==> src/rtl/e2_mon_pkg.sv <==
`default_nettype none
// ============================================================================
// Package   : e2_mon_pkg
// Purpose   : Shared code constants, legal output masks and monitor FSM states
//             for the e2 output monitor.
// Revision  : 1.0 - initial release
// ============================================================================
package e2_mon_pkg;

  localparam logic [4:0] E2_DEST_NONE = 5'd0;
  localparam logic [4:0] E2_DEST_S2   = 5'd2;
  localparam logic [4:0] E2_DEST_S3   = 5'd3;
  localparam logic [4:0] E2_DEST_S4   = 5'd4;
  localparam logic [4:0] E2_DEST_S5   = 5'd5;
  localparam logic [4:0] E2_DEST_S7   = 5'd7;
  localparam logic [4:0] E2_DEST_S8   = 5'd8;
  localparam logic [4:0] E2_DEST_S9   = 5'd9;
  localparam logic [4:0] E2_DEST_S10  = 5'd10;
  localparam logic [4:0] E2_DEST_S11  = 5'd11;
  localparam logic [4:0] E2_DEST_S12  = 5'd12;
  localparam logic [4:0] E2_DEST_S13  = 5'd13;
  localparam logic [4:0] E2_DEST_S14  = 5'd14;
  localparam logic [4:0] E2_DEST_S15  = 5'd15;
  localparam logic [4:0] E2_DEST_S16  = 5'd16;
  localparam logic [4:0] E2_DEST_S17  = 5'd17;
  localparam logic [4:0] E2_DEST_S18  = 5'd18;

  // Bit n-1 of each mask is output yn.
  localparam logic [17:0] E2_MASK_S2  = 18'h00001;
  localparam logic [17:0] E2_MASK_S3  = 18'h00008;
  localparam logic [17:0] E2_MASK_S4  = 18'h20800;
  localparam logic [17:0] E2_MASK_S5  = 18'h00020;
  localparam logic [17:0] E2_MASK_S7  = 18'h04000;
  localparam logic [17:0] E2_MASK_S8  = 18'h01000;
  localparam logic [17:0] E2_MASK_S9  = 18'h00010;
  localparam logic [17:0] E2_MASK_S10 = 18'h00004;
  localparam logic [17:0] E2_MASK_S11 = 18'h00002;
  localparam logic [17:0] E2_MASK_S12 = 18'h08000;
  localparam logic [17:0] E2_MASK_S13 = 18'h00200;
  localparam logic [17:0] E2_MASK_S14 = 18'h00C01;
  localparam logic [17:0] E2_MASK_S15 = 18'h10080;
  localparam logic [17:0] E2_MASK_S16 = 18'h02000;
  localparam logic [17:0] E2_MASK_S17 = 18'h00D00;
  localparam logic [17:0] E2_MASK_S18 = 18'h000C0;

  typedef enum logic [1:0] {
    MON_OFF   = 2'd0,
    MON_TRACK = 2'd1,
    MON_ARMED = 2'd2
  } mon_state_t;

  // Exact-match decode; zero and every illegal vector both map to E2_DEST_NONE.
  function automatic logic [4:0] e2_decode(input logic [17:0] v);
    logic [4:0] r;
    case (v)
      E2_MASK_S2:  r = E2_DEST_S2;
      E2_MASK_S3:  r = E2_DEST_S3;
      E2_MASK_S4:  r = E2_DEST_S4;
      E2_MASK_S5:  r = E2_DEST_S5;
      E2_MASK_S7:  r = E2_DEST_S7;
      E2_MASK_S8:  r = E2_DEST_S8;
      E2_MASK_S9:  r = E2_DEST_S9;
      E2_MASK_S10: r = E2_DEST_S10;
      E2_MASK_S11: r = E2_DEST_S11;
      E2_MASK_S12: r = E2_DEST_S12;
      E2_MASK_S13: r = E2_DEST_S13;
      E2_MASK_S14: r = E2_DEST_S14;
      E2_MASK_S15: r = E2_DEST_S15;
      E2_MASK_S16: r = E2_DEST_S16;
      E2_MASK_S17: r = E2_DEST_S17;
      E2_MASK_S18: r = E2_DEST_S18;
      default:     r = E2_DEST_NONE;
    endcase
    return r;
  endfunction

endpackage
`default_nettype wire

==> src/rtl/e2_mon_hist_fifo.sv <==
`default_nettype none
// ============================================================================
// Module    : e2_mon_hist_fifo
// Purpose   : Circular history buffer with valid/ready read port; a push into
//             a full buffer overwrites the oldest entry.
// Revision  : 1.0 - initial release
// ============================================================================
module e2_mon_hist_fifo #(
  parameter int DEPTH = 8,
  parameter int WIDTH = 5
) (
  input  logic             clk,
  input  logic             rst,
  input  logic             i_clr,
  input  logic             i_push,
  input  logic [WIDTH-1:0] i_data,
  input  logic             i_ready,
  output logic             o_valid,
  output logic [WIDTH-1:0] o_data
);

  localparam int            C_AW   = (DEPTH > 1) ? $clog2(DEPTH) : 1;
  localparam logic [C_AW:0] C_FULL = DEPTH[C_AW:0];

  logic [WIDTH-1:0] r_mem [DEPTH];
  logic [C_AW-1:0]  r_wr;
  logic [C_AW-1:0]  r_rd;
  logic [C_AW:0]    r_cnt;
  logic             w_full;
  logic             w_pop;

  assign w_full  = (r_cnt == C_FULL);
  assign o_valid = (r_cnt != '0);
  assign w_pop   = o_valid && i_ready;
  assign o_data  = r_mem[r_rd];

  always_ff @(posedge clk) begin
    if (i_push && !i_clr) r_mem[r_wr] <= i_data;
  end

  // Read pointer also advances on a full push so the oldest entry is dropped.
  always_ff @(posedge clk or posedge rst) begin
    if (rst) begin
      r_wr  <= '0;
      r_rd  <= '0;
      r_cnt <= '0;
    end else if (i_clr) begin
      r_wr  <= '0;
      r_rd  <= '0;
      r_cnt <= '0;
    end else begin
      if (i_push) r_wr <= r_wr + 1'b1;
      if (w_pop || (i_push && w_full)) r_rd <= r_rd + 1'b1;
      if (i_push && !w_pop && !w_full) r_cnt <= r_cnt + 1'b1;
      else if (w_pop && !i_push)       r_cnt <= r_cnt - 1'b1;
    end
  end

endmodule
`default_nettype wire

==> src/rtl/e2_output_monitor.sv <==
`default_nettype none
// ============================================================================
// Module    : e2_output_monitor
// Purpose   : Passive decoder/checker of the e2 controller output vector.
//             Optional history FIFO enabled by macro E2MON_HIST_EN.
// Revision  : 1.0 - initial release
// ============================================================================
module e2_output_monitor
  import e2_mon_pkg::*;
#(
  parameter int CNT_W      = 16,
  parameter int HIST_DEPTH = 8
) (
  input  logic             clk,
  input  logic             rst,
  input  logic             en,
  input  logic             clr,
  input  logic [17:0]      y,
  output logic             dest_valid,
  output logic [4:0]       dest_code,
  output logic             illegal_err,
  output logic             alarm,
  output logic [CNT_W-1:0] move_cnt,
  output logic [CNT_W-1:0] alarm_cnt
`ifdef E2MON_HIST_EN
  ,
  output logic             hist_valid,
  input  logic             hist_ready,
  output logic [4:0]       hist_code
`endif
);

  mon_state_t       r_state;
  logic             r_dest_valid;
  logic [4:0]       r_dest_code;
  logic             r_illegal_err;
  logic             r_alarm;
  logic [CNT_W-1:0] r_move_cnt;
  logic [CNT_W-1:0] r_alarm_cnt;

  logic [4:0]       w_code;
  logic             w_legal;
  logic             w_zero;

  assign w_code  = e2_decode(y);
  assign w_legal = (w_code != E2_DEST_NONE);
  assign w_zero  = (y == '0);

  always_ff @(posedge clk or posedge rst) begin
    if (rst) begin
      r_state       <= MON_OFF;
      r_dest_valid  <= 1'b0;
      r_dest_code   <= '0;
      r_illegal_err <= 1'b0;
      r_alarm       <= 1'b0;
      r_move_cnt    <= '0;
      r_alarm_cnt   <= '0;
    end else begin
      r_dest_valid <= 1'b0;
      r_dest_code  <= '0;
      if (clr) begin
        r_illegal_err <= 1'b0;
        r_alarm       <= 1'b0;
        r_move_cnt    <= '0;
        r_alarm_cnt   <= '0;
        if (r_state != MON_OFF) r_state <= MON_TRACK;
      end else if (en) begin
        // OFF is left on the first enabled edge, which is decoded as TRACK.
        if (w_legal) begin
          r_dest_valid <= 1'b1;
          r_dest_code  <= w_code;
          if (r_move_cnt != {CNT_W{1'b1}}) r_move_cnt <= r_move_cnt + 1'b1;
          r_state <= (w_code == E2_DEST_S18) ? MON_ARMED : MON_TRACK;
        end else if (!w_zero) begin
          r_illegal_err <= 1'b1;
          r_state       <= MON_TRACK;
        end else begin
          if (r_state == MON_ARMED) begin
            r_alarm <= 1'b1;
            if (r_alarm_cnt != {CNT_W{1'b1}}) r_alarm_cnt <= r_alarm_cnt + 1'b1;
          end
          r_state <= MON_TRACK;
        end
      end
    end
  end

  assign dest_valid  = r_dest_valid;
  assign dest_code   = r_dest_code;
  assign illegal_err = r_illegal_err;
  assign alarm       = r_alarm;
  assign move_cnt    = r_move_cnt;
  assign alarm_cnt   = r_alarm_cnt;

`ifdef E2MON_HIST_EN
  e2_mon_hist_fifo #(
    .DEPTH (HIST_DEPTH),
    .WIDTH (5)
  ) u_hist (
    .clk     (clk),
    .rst     (rst),
    .i_clr   (clr),
    .i_push  (en && !clr && w_legal),
    .i_data  (w_code),
    .i_ready (hist_ready),
    .o_valid (hist_valid),
    .o_data  (hist_code)
  );
`endif

endmodule
`default_nettype wire

==> config.mk <==
export PLATFORM = sky130hd
export DESIGN_NAME = e2_output_monitor
export DESIGN_NICKNAME = d
export VERILOG_FILES = /design/src/rtl/e2_mon_pkg.sv /design/src/rtl/e2_mon_hist_fifo.sv /design/src/rtl/e2_output_monitor.sv
export SDC_FILE = /design/constraint.sdc
export NUM_CORES = 1
export LEC_CHECK = 0
export ABC_AREA = 1
export CORE_UTILIZATION = 45
export CTS_CLUSTER_SIZE = 14
export DETAILED_ROUTE_END_ITERATION = 10
export PLACE_DENSITY = 0.73
export SLEW_MARGIN = 20
export SYNTH_ARGS = -nofsm -noshare
export SYNTH_HDL_FRONTEND = slang
export SYNTH_HIERARCHICAL = 1
export SYNTH_SLANG_ARGS = --single-unit
==> constraint.sdc <==
create_clock -name clk -period 1.7 [get_ports clk]
set_input_delay 0.34 -clock clk [delete_from_list [all_inputs] [get_ports clk]]
set_output_delay 0.34 -clock clk [all_outputs]
set_load 0.005 [all_outputs]
==> results of run 1 <==
-- synthesized netlist by cell type, types with 7 or more instances --
library cell	n
sky130_fd_sc_hd__nand2_1	120
sky130_fd_sc_hd__nor2_1	88
sky130_fd_sc_hd__nand3_1	46
sky130_fd_sc_hd__inv_1	44
sky130_fd_sc_hd__dfrtp_1	42
sky130_fd_sc_hd__nand4_1	23
sky130_fd_sc_hd__xor2_1	13
sky130_fd_sc_hd__nand2_2	12
sky130_fd_sc_hd__o21ai_1	11
sky130_fd_sc_hd__nor3_1	10
sky130_fd_sc_hd__buf_2	7
sky130_fd_sc_hd__o21ai_0	7
-- sequential cells by signal, summed over array words and instances, names as in the netlist --
| name | count |
|---|---|
| dest_code | 5 |
| move_cnt | 16 |
| r_state | 2 |
| illegal_err | 1 |
| dest_valid | 1 |
| alarm_cnt | 16 |
| alarm | 1 |
-- worst reg2reg max path, stage by stage, from the launching register on --
cell and delay, ns:
sky130_fd_sc_hd__dfrtp_1 0.38, sky130_fd_sc_hd__buf_6 0.12, sky130_fd_sc_hd__nand2_2 0.06, sky130_fd_sc_hd__nor2_4 0.13, sky130_fd_sc_hd__nand3_2 0.12, sky130_fd_sc_hd__nor2_4 0.16, sky130_fd_sc_hd__nand2_2 0.08, sky130_fd_sc_hd__nor2_2 0.11
sky130_fd_sc_hd__nand3b_1 0.15, sky130_fd_sc_hd__nand2_1 0.13, sky130_fd_sc_hd__nand2_1 0.05, sky130_fd_sc_hd__o21ai_1 0.08, sky130_fd_sc_hd__o21ai_1 0.07
-- logic make-up (layout without fill, tap and decap cells) --
group / after synthesis / after routing
AOI/OAI and AO/OA: 34 / 34
xor gates and xnor gates: 15 / 15
adders and majority gates: 2 / 2
buffers and inverters: 60 / 217
DFF: 42 / 42
and+or+nand+nor: 333 / 337
-- final timing paths --
path	startpoint	endpoint	slack, ns
worst min-delay path	rst	alarm_cnt[6]	0.31
worst max-delay path	y[7]	alarm	-0.03
worst max register to register	alarm_cnt[1]	alarm_cnt[15]	-0.02
worst min register to register	r_state[1]	r_state[1]	0.52
min in group clk	r_state[1]	r_state[1]	0.52
max in group asynchronous	rst	alarm_cnt[5]	0.84
-- what timing repair did --
action,4_1_cts,5_1_grt
setup buffers,6,16
pin swaps,26,49
gates resized for setup,63,96
endpoints found under the setup margin,41,40
hold buffers,0,0
gates cloned,6,2
-- per-layer routing --
metal | part of all wire, % | GRT usage [%] | up-vias
met5 | 0 | 0 | -
met4 | 2.1 | 6.89 | 0
met3 | 5.4 | 3.77 | 21
met2 | 52 | 46.0 | 182
met1 | 41 | 32.3 | 1899
li1 | - | - | 1904
-- report_power, final --
part           switching (mW)  total (mW)  internal [mW]
sequential             0.0311        1.06           1.03
clock                   0.346       0.816          0.470
combinational           0.309       0.594          0.285
total                   0.687        2.47           1.79
-- cells in the final DEF (no fill, tap or decap), drive strengths merged --
master	count
clkdlybuf4s50	42
buf	103
dfrtp	42
clkbuf	22
dlygate4sd2	3
inv	44
nand4	23
ha	2
or2	4
o21a	1
nor3	11
clkinv	1
nand3b	4
o221ai	1
clkdlybuf4s15	1
nand2	138
bufinv	1
o21bai	1
a21oi	6
xnor2	2
nand3	51
nor2	104
nor3b	2
o31ai	4
xor2	13
o21ai	18
a41oi	1
o211ai	2
-- metrics by stage --
step / utilization, % / area [sq um] / hold WS (ns)
after floorplan: - / 3340 / 0.478
after global placement: 63.5 / 4580 / 0.488
after detailed placement: 63.5 / 4580 / 0.503
after CTS: 68.3 / 4930 / 0.322
after global routing: 73.3 / 5290 / 0.354
final: 73.3 / 5290 / 0.315
-- area by class of cell --
cell class                 count  area, sq um  area share, %
tap                           99          124           2.34
clock buffer                   6         82.6           1.56
sequential                    42         1060           20.0
inverter                      45          169           3.19
clock inverter                 1         30.0          0.568
timing repair buffer         165         1450           27.4
multi-input combinational    388         2380           45.0
==> impl.org, run 1 <==
** STA
- Hold violation count in the final report :: 0
- Setup repair after global routing missed its margin :: yes
- Slew @ Worst Pin :: 0.520 ns
- Normalized max-slew margin :: 65.1%
- Setup total negative slack :: -0.0882 ns
- Pins Over Slew Limit :: 0
- Subtracting the final worst setup slack from the clock period gives 1.73 ns.
- Least setup slack across all paths after layout :: -0.0256 ns
- Clock skew :: 0.0151 ns
- Setup violations remaining at the end of the flow were counted as 7.
- Ratio of final minimum period to clock period :: 102%
- FMAX :: 579 MHz

** Setup path
- Walking the worst path, the cells encountered are clkbuf_2, nor2_4, buf_12, nand2_8, nor2_4, buf_4, buf_6, nand3_2, nand2_1, nor2_2, nand2_2, nor2_2, nand3_1, a21oi_1.
- On the critical path, the stage with the largest delay is an instance of sky130_fd_sc_hd__nor2_2.
- Largest fanout on the critical path :: 7
- The kind of cell with the highest combined delay along the critical path is simple AND/OR/NAND/NOR gates.
- The worst register-to-register path has a depth of 12.
- Crit path buffers/inverters :: 4
- STA puts the critical path data arrival time at 1.95 ns.
- Counting buffers and inverters, the worst setup path is 14 cells deep.
- The worst setup path is captured at a flip-flop.
- Worst EP required :: 1.93 ns
- The largest single stage delay on the critical path is 0.17 ns.
- Crit path kind :: primary input to flip-flop
- Startpoint types :: primary input

** Yosys
- Counting flops and latches in the post-synthesis netlist gives 42.
- Area of the mapped netlist :: 3340 sq um
- The share of the Yosys chip area taken by registers is 31.5%.
- In the synthesized netlist, mux cells make up 0% of the area.
- Biggest area consumer among synthesized cells :: sky130_fd_sc_hd__dfrtp_1
- Synth top area cells :: sky130_fd_sc_hd__dfrtp_1, sky130_fd_sc_hd__nand2_1, sky130_fd_sc_hd__nor2_1
- Number of warnings reported in the yosys synthesis log :: 6
- Compound-cell area share of the yosys netlist :: 6.37%
- Dividing the synthesized area by the synthesized cell count gives 6.87 sq um.
- Synth Area in XOR/XNOR :: 3.94%
- The synthesized netlist devotes 49.3% of its cell area to simple gates.
- Synthesis produced 486 cells.
- Leading register cell type out of synthesis :: sky130_fd_sc_hd__dfrtp_1
- Proportion of register bits with asynchronous set or reset after synthesis :: 100%
- The synthesized design devotes to its leading area cell type 31.5% of total area.
- Adder-cell share of the synthesized area :: 0.750%
- Cell variety after synth :: 40
- Yosys mapped a number of flops with a built-in enable equal to 0.
- Syn Nets :: 510
- By area, the combinational part of the netlist is dominated by simple AND/OR/NAND/NOR gates.

** Detailed routing
- The routed layout has 4006 vias.
- In the final routed layout, each cell accounts on average for 14.7 um.
- The detailed router finished its first iteration with 275 violations.
- Final Routed Wirelength :: 11000 um
- The detail route stage leaves a number of antenna-violating nets equal to 0.
- Drt first pass iters :: 5
- Final routed DRC violation total :: 0
- Ratio of routed vias to standard cells :: 5.37

** CTS
- The clock reaches the later pin of the worst-skew pair after 0.30 ns.
- The tree is rooted in a sky130_fd_sc_hd__clkbuf_8.
- Counting along the longest clock path gives a buffer depth of 2.
- The clock drives 42 sinks.
- TritonCTS clock tree :: yes
- Number of buffers created by CTS :: 5
- Maximum level of the CTS H-tree :: 2
- Clock-pin slew was measured on the worst setup and hold paths at 0.08 ns.

** GRT
- For this run the aggregate overflow at the end of global routing stands at 0.
- The first global-routing pass estimated 15800 um of wire.
- Global routing used 25.7% of the available tracks.
- Number of antenna violations at the first check in global routing :: 0
- Entering global routing, the biggest net connects 23 pins.
- The number of global-route vias before repair came to 3576.

** Floorplanning
- Die footprint :: 7770 sq um
- Pin placement for this block handled 62 I/O pins.
- In this run the standard cell core region covers 7210 sq um.
- Measured along the y axis, the die boundary spans 88.1 um.
- The die is 88.1 um wide.
- After floorplanning, the core was divided into 31 placement rows.
- Once the floorplan was initialized, standard cells occupied 46.3% of the core.

** Outcome
- The checks that failed: negative setup slack.
- Run status :: finished, violations left

** Pwr
- Summing internal, switching and leakage power gives 2.47 mW.
- The analysis attributes to cell leakage a power of 2.46 nW.
- For this design the ratio of total power to cell area is 468 nW/um^2.
- IR Drop Worst-Case VDD :: 0.000353 V

** Placed design
- Worst slack at placement :: -0.591 ns
- Routability-driven placement finished with a final weighted congestion of 0.988.
- In this run the tool buffered the top-level ports with 61 buffer cells.
- Post-DP HPWL :: 6760 um
- In this run, placement finished with an instance count of 709.

** Layout
- Post-route non-filler standard cell count :: 746
- Of the cells placed in the final design, the portion with a size suffix greater than 1 is 38.6%.
- Count of fill cells added during filler insertion :: 545
- The repair_antennas step left the layout with diodes totalling 0.
- The area growth from synthesis to layout is 58.4%.
- Layout net count :: 671

** Worst hold path
- The worst hold path belongs to the class primary input to asynchronous set/reset pin.

** Run
- Max-Cap Viols :: 0
(Power assumes the default switching activity.)
==> run 2: changes to the inputs <==
--- a/config.mk
+++ b/config.mk
@@ -9,7 +9,7 @@
 export CORE_UTILIZATION = 45
 export CTS_CLUSTER_SIZE = 14
 export DETAILED_ROUTE_END_ITERATION = 10
-export PLACE_DENSITY = 0.73
+export PLACE_DENSITY_LB_ADDON = 0.1
 export SLEW_MARGIN = 20
 export SYNTH_ARGS = -nofsm -noshare
 export SYNTH_HDL_FRONTEND = slang
==> run 2 against run 1 <==
Effect of this change:
- the flow still finishes with violations (negative setup slack)
- critical endpoint is now alarm_cnt[5]
- clock power rose by 2%
- global-route usage is 0.16 points lower
- combinational power decreased by 3.9%
- register-to-register slack got worse by 0.06 ns
- final cell count did not move
==> impl.org, run 2 (same netlist as run 1, synthesis figures left out) <==
** Outcome
- The flow ran to the end, but the final reports show violations.
- Violations in the final reports :: negative setup slack

** Setup path
- Data arrival time of the worst path :: 1.96 ns (about the same)
- The required time of the critical path is 1.89 ns (-0.04 ns).
- STA classifies the critical path startpoint as a flip-flop.
- The worst setup path is captured at a flip-flop.
- The critical-path maximum fanout was 9 (+2).
- Crit path kind :: flip-flop to flip-flop

** GRT
- The residual overflow from global routing was 0 (unchanged).
- Wire length of the first global-routing pass :: 15700 um (-0.53%)
- The largest net degree at the start of global routing came to 43 (+87%).
- The global router's overall resource usage came to 25.6% (-0.16 points).
- The number of global-route vias before repair came to 3386 (-5.3%).
- Number of antenna violations at the first check in global routing :: 0 (unchanged)

** Layout
- Leaving out fill and tap cells, the most frequent cell in the layout is sky130_fd_sc_hd__nand2_1.
- Diodes inserted :: 0 (unchanged)
- Post-route non-filler standard cell count :: 746 (unchanged)
- Count of fill cells added during filler insertion :: 594 (+9.0%)
- The core occupancy in the finished layout came to 73.0% (-0.29 points).
- The final instance area came to 5270 sq um (-0.40%).
- The area growth from synthesis to layout is 57.8%.
- Most used cells in the layout excluding fill and tap cells :: sky130_fd_sc_hd__nand2_1, sky130_fd_sc_hd__buf_4, sky130_fd_sc_hd__nor2_1
- The share of final-layout standard cells stronger than drive strength 1 came to 37.9% (-0.77 points).
- Layout net count :: 671 (unchanged)

** CTS
- Post-CTS Hold Fix Bufs :: 0 (unchanged)
- Clock transition at the registers of the reported paths :: 0.09 ns (about the same)
- The clock tree buffer depth is 2 (unchanged).
- Latest clock arrival within the worst-skew pair :: 0.30 ns (about the same)
- The H-tree depth came to 2 (unchanged).
- Number of buffers created by CTS :: 5 (unchanged)
- The total clock sinks came to 42 (unchanged).
- TritonCTS clock tree :: yes
- Clock tree synthesis selected as its root buffer the cell sky130_fd_sc_hd__clkbuf_8.

** Floorplanning
- The count of standard-cell rows was 31 (unchanged).
- Core Box Area :: 7210 sq um (unchanged)
- Initial Utilization :: 46.3% (unchanged)
- The die width was 88.1 um (unchanged).
- Vert. Die Dim :: 88.1 um (unchanged)
- Number of ports placed on the die boundary :: 62 (unchanged)
- The floorplan die area is 7770 sq um (unchanged).

** STA
- Clock skew :: 0.0116 ns (-0.00346 ns)
- The final period utilization came to 104% (+2.9 points).
- The count of endpoints failing hold in the final timing report came to 0 (unchanged).
- FMAX :: 563 MHz (-2.8%)
- Setup total negative slack :: -1.08 ns (-0.991 ns)
- Setup repair after global routing missed its margin :: yes
- Pins Over Slew Limit :: 0 (unchanged)
- Minimum clock period after layout :: 1.78 ns (+0.0499 ns)
- The worst slew slack as a fraction of its limit was 76.0% (+11 points).
- Final setup vio count :: 16 (+9)
- Least setup slack across all paths after layout :: -0.0755 ns (-0.0499 ns)
- The slew at the pin closest to its max-slew limit was 0.357 ns (-0.163 ns).
- The worst hold slack came to 0.412 ns (+0.0973 ns).

** Placed design
- The routability-driven placement congestion ratio was 0.918 (-7.1%).
- The port buffer count came to 61 (unchanged).
- Worst slack at placement :: -0.578 ns (+0.0124 ns)
- The placed cell area came to 4610 sq um (+0.66%).
- The number of instances in the placed design is 713 (+0.56%).
- Post-DP HPWL :: 6680 um (-1.1%)

** Pwr
- The total power draw was 2.47 mW (-0.22%).
- The highest ir drop seen on vdd was 0.000274 V (-22%).
- The power density normalized to cell area was 469 nW/um^2 (+0.18%).
- Leak :: 2.54 nW (+2.9%)

** Worst hold path
- Tightest Hold Check Type :: primary input to asynchronous set/reset pin

** Detailed routing
- Average wire length per cell after detail routing :: 13.9 um (-5.1%)
- The number of vias per cell was 5.14 (-4.2%).
- Final routed DRC violation total :: 0 (unchanged)
- Detailed Route Iter0 Violations :: 178 (-35%)
- Drt first pass iters :: 4 (-1)
- Final Routed Wirelength :: 10400 um (-5.1%)
- The via count is 3838 (-4.2%).
- Remaining antenna violation count :: 0 (unchanged)

** Run
- The number of maximum-capacitance constraint violations came to 0 (unchanged).
==> run 2: cell type report <==
class | count | area [sq um] | share of cell area, %
sequential | 42 | 1050 | 20.0
multi-input combinational | 388 | 2380 | 45.1
tap | 99 | 124 | 2.35
inverter | 45 | 171 | 3.25
clock inverter | 1 | 30.0 | 0.570
timing repair buffer | 165 | 1430 | 27.1
clock buffer | 6 | 82.6 | 1.57
==> run 2: per-layer routing <==
layer	vias to the layer above	share of wire (%)	routed length [um]	global-route usage, %
li1	1905	-	-	-
met1	1800	43	4520	34.6
met2	112	50	5190	42.6
met3	21	4.6	481	3.49
met4	0	2.0	208	7.33
met5	-	0	0	0
==> run 2: repair_timing <==
action,4_1_cts,5_1_grt
cloned,4,4
pin swaps,27,65
setup endpoints to repair,38,37
resized for setup,56,104
hold endpoints to repair,0,0
setup buffers,7,12
==> run 2: critical path, stage by stage, from the launching register on <==
cell and delay [ns]:
sky130_fd_sc_hd__dfrtp_1 0.39, sky130_fd_sc_hd__ha_2 0.21, sky130_fd_sc_hd__nand2_2 0.08, sky130_fd_sc_hd__nor2_4 0.12
sky130_fd_sc_hd__nand4_1 0.18, sky130_fd_sc_hd__nor3_2 0.21, sky130_fd_sc_hd__o21ai_2 0.09, sky130_fd_sc_hd__nand3_4 0.13
sky130_fd_sc_hd__clkbuf_16 0.19, sky130_fd_sc_hd__o31ai_2 0.06
==> run 2: worst paths after layout <==
| check | start | end | slack, ns | cells after the start |
|---|---|---|---|---|
| setup / recovery | alarm_cnt[1] | alarm_cnt[5] | -0.08 | 9 |
| hold / removal | rst | alarm_cnt[1] | 0.41 | 3 |
| setup reg to reg | alarm_cnt[1] | alarm_cnt[5] | -0.08 | 9 |
| hold reg to reg | alarm_cnt[14] | alarm_cnt[14] | 0.52 | 2 |
| max in group asynchronous | rst | move_cnt[10] | 1.06 | 3 |
| min in group clk | alarm_cnt[14] | alarm_cnt[14] | 0.52 | 2 |
==> run 2: power by group <==
group / internal [mW] / switching [mW] / total (mW) / leakage, nW
sequential: 1.03 / 0.0341 / 1.06 / 0.573
clock: 0.471 / 0.362 / 0.833 / 0.0573
combinational: 0.273 / 0.298 / 0.571 / 1.91
==> run 3: changes to the inputs <==
--- a/config.mk
+++ b/config.mk
@@ -6,10 +6,12 @@
 export NUM_CORES = 1
 export LEC_CHECK = 0
 export ABC_AREA = 1
+export CORE_MARGIN = 1.5
 export CORE_UTILIZATION = 45
 export CTS_CLUSTER_SIZE = 14
 export DETAILED_ROUTE_END_ITERATION = 10
-export PLACE_DENSITY_LB_ADDON = 0.1
+export GPL_TIMING_DRIVEN = 0
+export PLACE_DENSITY_LB_ADDON = 0.15
 export SLEW_MARGIN = 20
 export SYNTH_ARGS = -nofsm -noshare
 export SYNTH_HDL_FRONTEND = slang
==> run 3 against run 2 <==
Effect of this change:
- the run still ends with negative setup slack left
- non-clock buffer count shrank 33
- flip-flop and latch count is the same
- critical endpoint is now alarm_cnt[9]
- sequential share of layout area grew 1.8 points
- utilization shrank 5.5 points
- worst setup slack lost 0.024 ns
- die area grew 2.3%
- power shrank 9.1%
==> impl.org, run 3 (same netlist as run 1, synthesis figures left out) <==
** Outcome
- Run status :: finished, violations left
- Violations in the final reports :: negative setup slack

** STA
- The maximum operating frequency came to 556 MHz (-1.3%).
- The slew at the pin closest to its max-slew limit was 0.597 ns (+0.240 ns).
- The final critical path time including I/O delays and setup is 1.80 ns (+0.0242 ns).
- Hold violation count in the final report :: 0 (unchanged)
- Hold_ws :: 0.280 ns (-0.132 ns)
- Setup repair after global routing missed its margin :: yes
- The final setup violation count is 16 (unchanged).
- The final period utilization was 106% (+1.4 points).
- Normalized max-slew margin :: 60.2% (-16 points)
- The final clock skew came to 0.0113 ns (-0.000299 ns).
- The total count of max-transition violations in the final report was 0 (unchanged).
- Least setup slack across all paths after layout :: -0.0998 ns (-0.0242 ns)

** Floorplanning
- The total I/O pin count was 62 (unchanged).
- The die width is 89.1 um (+1.1%).
- Die footprint :: 7940 sq um (+2.3%)
- Floorplan row count :: 31 (unchanged)
- Core Box Area :: 7210 sq um (unchanged)
- Initial Utilization :: 46.3% (unchanged)
- Vert. Die Dim :: 89.1 um (+1.1%)

** Layout
- In the layout the commonest cells are sky130_fd_sc_hd__nand2_1, sky130_fd_sc_hd__nor2_1, sky130_fd_sc_hd__buf_4.
- The layout filler cell count was 616 (+3.7%).
- Synth-to-Final Area Change :: 45.9%
- Leading cell type in the layout, fill and taps excluded :: sky130_fd_sc_hd__nand2_1
- Proportion of layout cells with a drive suffix above 1 :: 31.8% (-6.1 points)
- Diodes inserted :: 0 (unchanged)
- Finished Core Util :: 67.5% (-5.5 points)
- The final net count was 634 (-5.5%).

** GRT
- The number of antenna violations at the first check in global routing came to 0 (unchanged).
- Overall Global Routing Usage :: 25.1% (-0.50 points)
- Pin count of the biggest net entering global routing :: 32 (-26%)
- The wire length of the first global-routing pass came to 15600 um (-0.22%).
- The number of global-route vias before repair is 3411 (+0.74%).
- Total congestion overflow after global routing :: 0 (unchanged)

** Detailed routing
- Detailed Route Iter0 Violations :: 221 (+24%)
- The wire length reported by the detailed router was 10300 um (-1.2%).
- The via count is 3789 (-1.3%).
- Average wire length per cell after detail routing :: 14.5 um (+3.8%)
- The iteration count of the initial detailed-routing pass came to 5 (+1).
- The number of DRC violations after detailed routing came to 0 (unchanged).
- The residual antenna-violating net count after detailed routing came to 0 (unchanged).
- Ratio of routed vias to standard cells :: 5.34 (+3.7%)

** Pwr
- Clk pwr share :: 29.7% (-4.1 points)
- Power per cell area :: 460 nW/um^2 (-1.8%)
- Net switching share of the total power :: 30.3% (+2.2 points)
- Reported net switching power :: 0.680 mW (-2.1%)
- The static leakage power is 2.28 nW (-10%).
- The combinational fraction of design power is 22.9% (-0.2 points).
- The internal power component was 1.56 mW (-12%).
- IR Drop Worst-Case VDD :: 0.000281 V (+2.4%)
- Share of power burned in registers :: 47.5% (+4.4 points)

** CTS
- Root cell of the clock tree :: sky130_fd_sc_hd__clkbuf_8
- TritonCTS sink count :: 42 (unchanged)
- Maximum level of the CTS H-tree :: 2 (unchanged)
- The clock slew seen by the registers of the worst setup and hold paths came to 0.09 ns (about the same).
- Latest clock arrival within the worst-skew pair :: 0.31 ns (about the same)
- TritonCTS clock tree :: yes
- The clock tree buffer depth came to 2 (unchanged).
- The number of buffers created by CTS is 5 (unchanged).

** Setup path
- Walking the worst path, the cells encountered are ha_2, nand2_2, nor2_4, nand4_1, nor3_2, o21ai_2, nand3_4, buf_2, o21ai_1.
- The worst setup path is captured at a flip-flop.
- Library cell contributing the largest single delay on the critical path :: sky130_fd_sc_hd__dfrtp_1
- The critical path is of the flip-flop to flip-flop type.
- Largest fanout on the critical path :: 7 (-2)
- Launch instance of the worst register-to-register path :: alarm_cnt[0]
- Data arrival time of the worst path :: 1.99 ns (+0.03 ns)
- The required time of the critical path came to 1.89 ns (about the same).
- The register-to-register setup slack is -0.1 ns (-0.02 ns).
- The endpoint identified for the worst register-to-register timing path is alarm_cnt[9].
- The worst setup path is launched from a flip-flop.
- Slowest Stage Delay on Critical Path :: 0.39 ns (about the same)
- The number of cells on the worst reg-to-reg path is 9 (unchanged).

** Worst hold path
- The min-delay analysis places its worst path in the category primary input to asynchronous set/reset pin.

** Placed design
- The half-perimeter wire length after detailed placement was 6360 um (-4.8%).
- The routability-driven placement congestion ratio is 0.874 (-4.8%).
- The port buffer count was 61 (unchanged).
- Worst slack at placement :: -0.695 ns (-0.116 ns)

** Run
- The number of maximum-capacitance constraint violations is 0 (unchanged).
run 3: changes by cell type in the layout (fill, tap and decap cells not counted), sizes merged, moves of 2 or more:
cell    delta
buf       -22
clkbuf    -12
nor2       -2
clkinv     +2
run 3: final cells by class:
class	count	area, sq um	area share (%)
clock buffers	6	72.6	1.49
plain buffers	15	159	3.26
repair buffers	117	1000	20.6
flip-flops and latches	42	1060	21.8
multi-input cells	384	2260	46.5
inverters	45	171	3.52
clock inverters	2	13.8	0.283
well taps	99	124	2.54
run 3: worst max-delay path, delay by kind of cell, from the launching register on:
kind            cells  cell delay [ns]
compound gates      2             0.16
simple gates        5             0.73
fa+ha+maj           1             0.20
flops               1             0.39
buf+inv             1             0.19
run 3: timing repair:
action,4_1_cts,5_1_grt
cloned,6,0
hold buffers,0,0
setup buffers,32,17
pin swaps,27,25
endpoints found under the setup margin,38,39
resized for setup,102,71
run 3: how the worst max path moves through the flow:
| stage | depth (start not counted) | slack (ns) | endpoint | startpoint |
|---|---|---|---|---|
| 2_1_floorplan | 11 | 0.008 | alarm_cnt[14] | alarm_cnt[1] |
| 3_3_place_gp | 11 | -0.67 | alarm_cnt[15] | y[16] |
| 3_5_place_dp | 14 | -0.69 | move_cnt[2] | y[6] |
| 4_1_cts | 9 | -0.04 | alarm_cnt[4] | alarm_cnt[0] |
| 5_1_grt | 10 | -0.25 | alarm_cnt[14] | alarm_cnt[0] |
| 6_report | 9 | -0.1 | alarm_cnt[9] | alarm_cnt[0] |
run 3: per-layer routing:
| layer | up-vias | routed length, um | global-route usage (%) |
|---|---|---|---|
| met3 | 37 | 653 | 3.97 |
| met1 | 1743 | 4310 | 32.4 |
| met2 | 179 | 5050 | 42.6 |
| met4 | 0 | 254 | 8.67 |
| met5 | - | 0 | 0 |
| li1 | 1830 | - | - |
run 3: stage by stage:
step / cell area (sq um) / total power [mW] / setup TNS, ns / cells
after floorplan: 3340 / 1.30 / 0 / 486
after CTS: 4650 / 2.22 / -0.501 / 693
after global routing: 4870 / 2.34 / -3.95 / 710
after global placement: 4080 / 1.46 / -42.83 / 646
final: 4870 / 2.24 / -1.31 / 710
after detailed placement: 4100 / 1.48 / -24.19 / 647
run 3: power groups by stage:
stage / logic (mW) / clock network, mW / registers [mW]
after floorplan: 0.221 / 0 / 1.08
after global placement: 0.381 / 0 / 1.08
after detailed placement: 0.398 / 0 / 1.08
after CTS: 0.484 / 0.674 / 1.06
after global routing: 0.556 / 0.715 / 1.07
final: 0.513 / 0.665 / 1.06
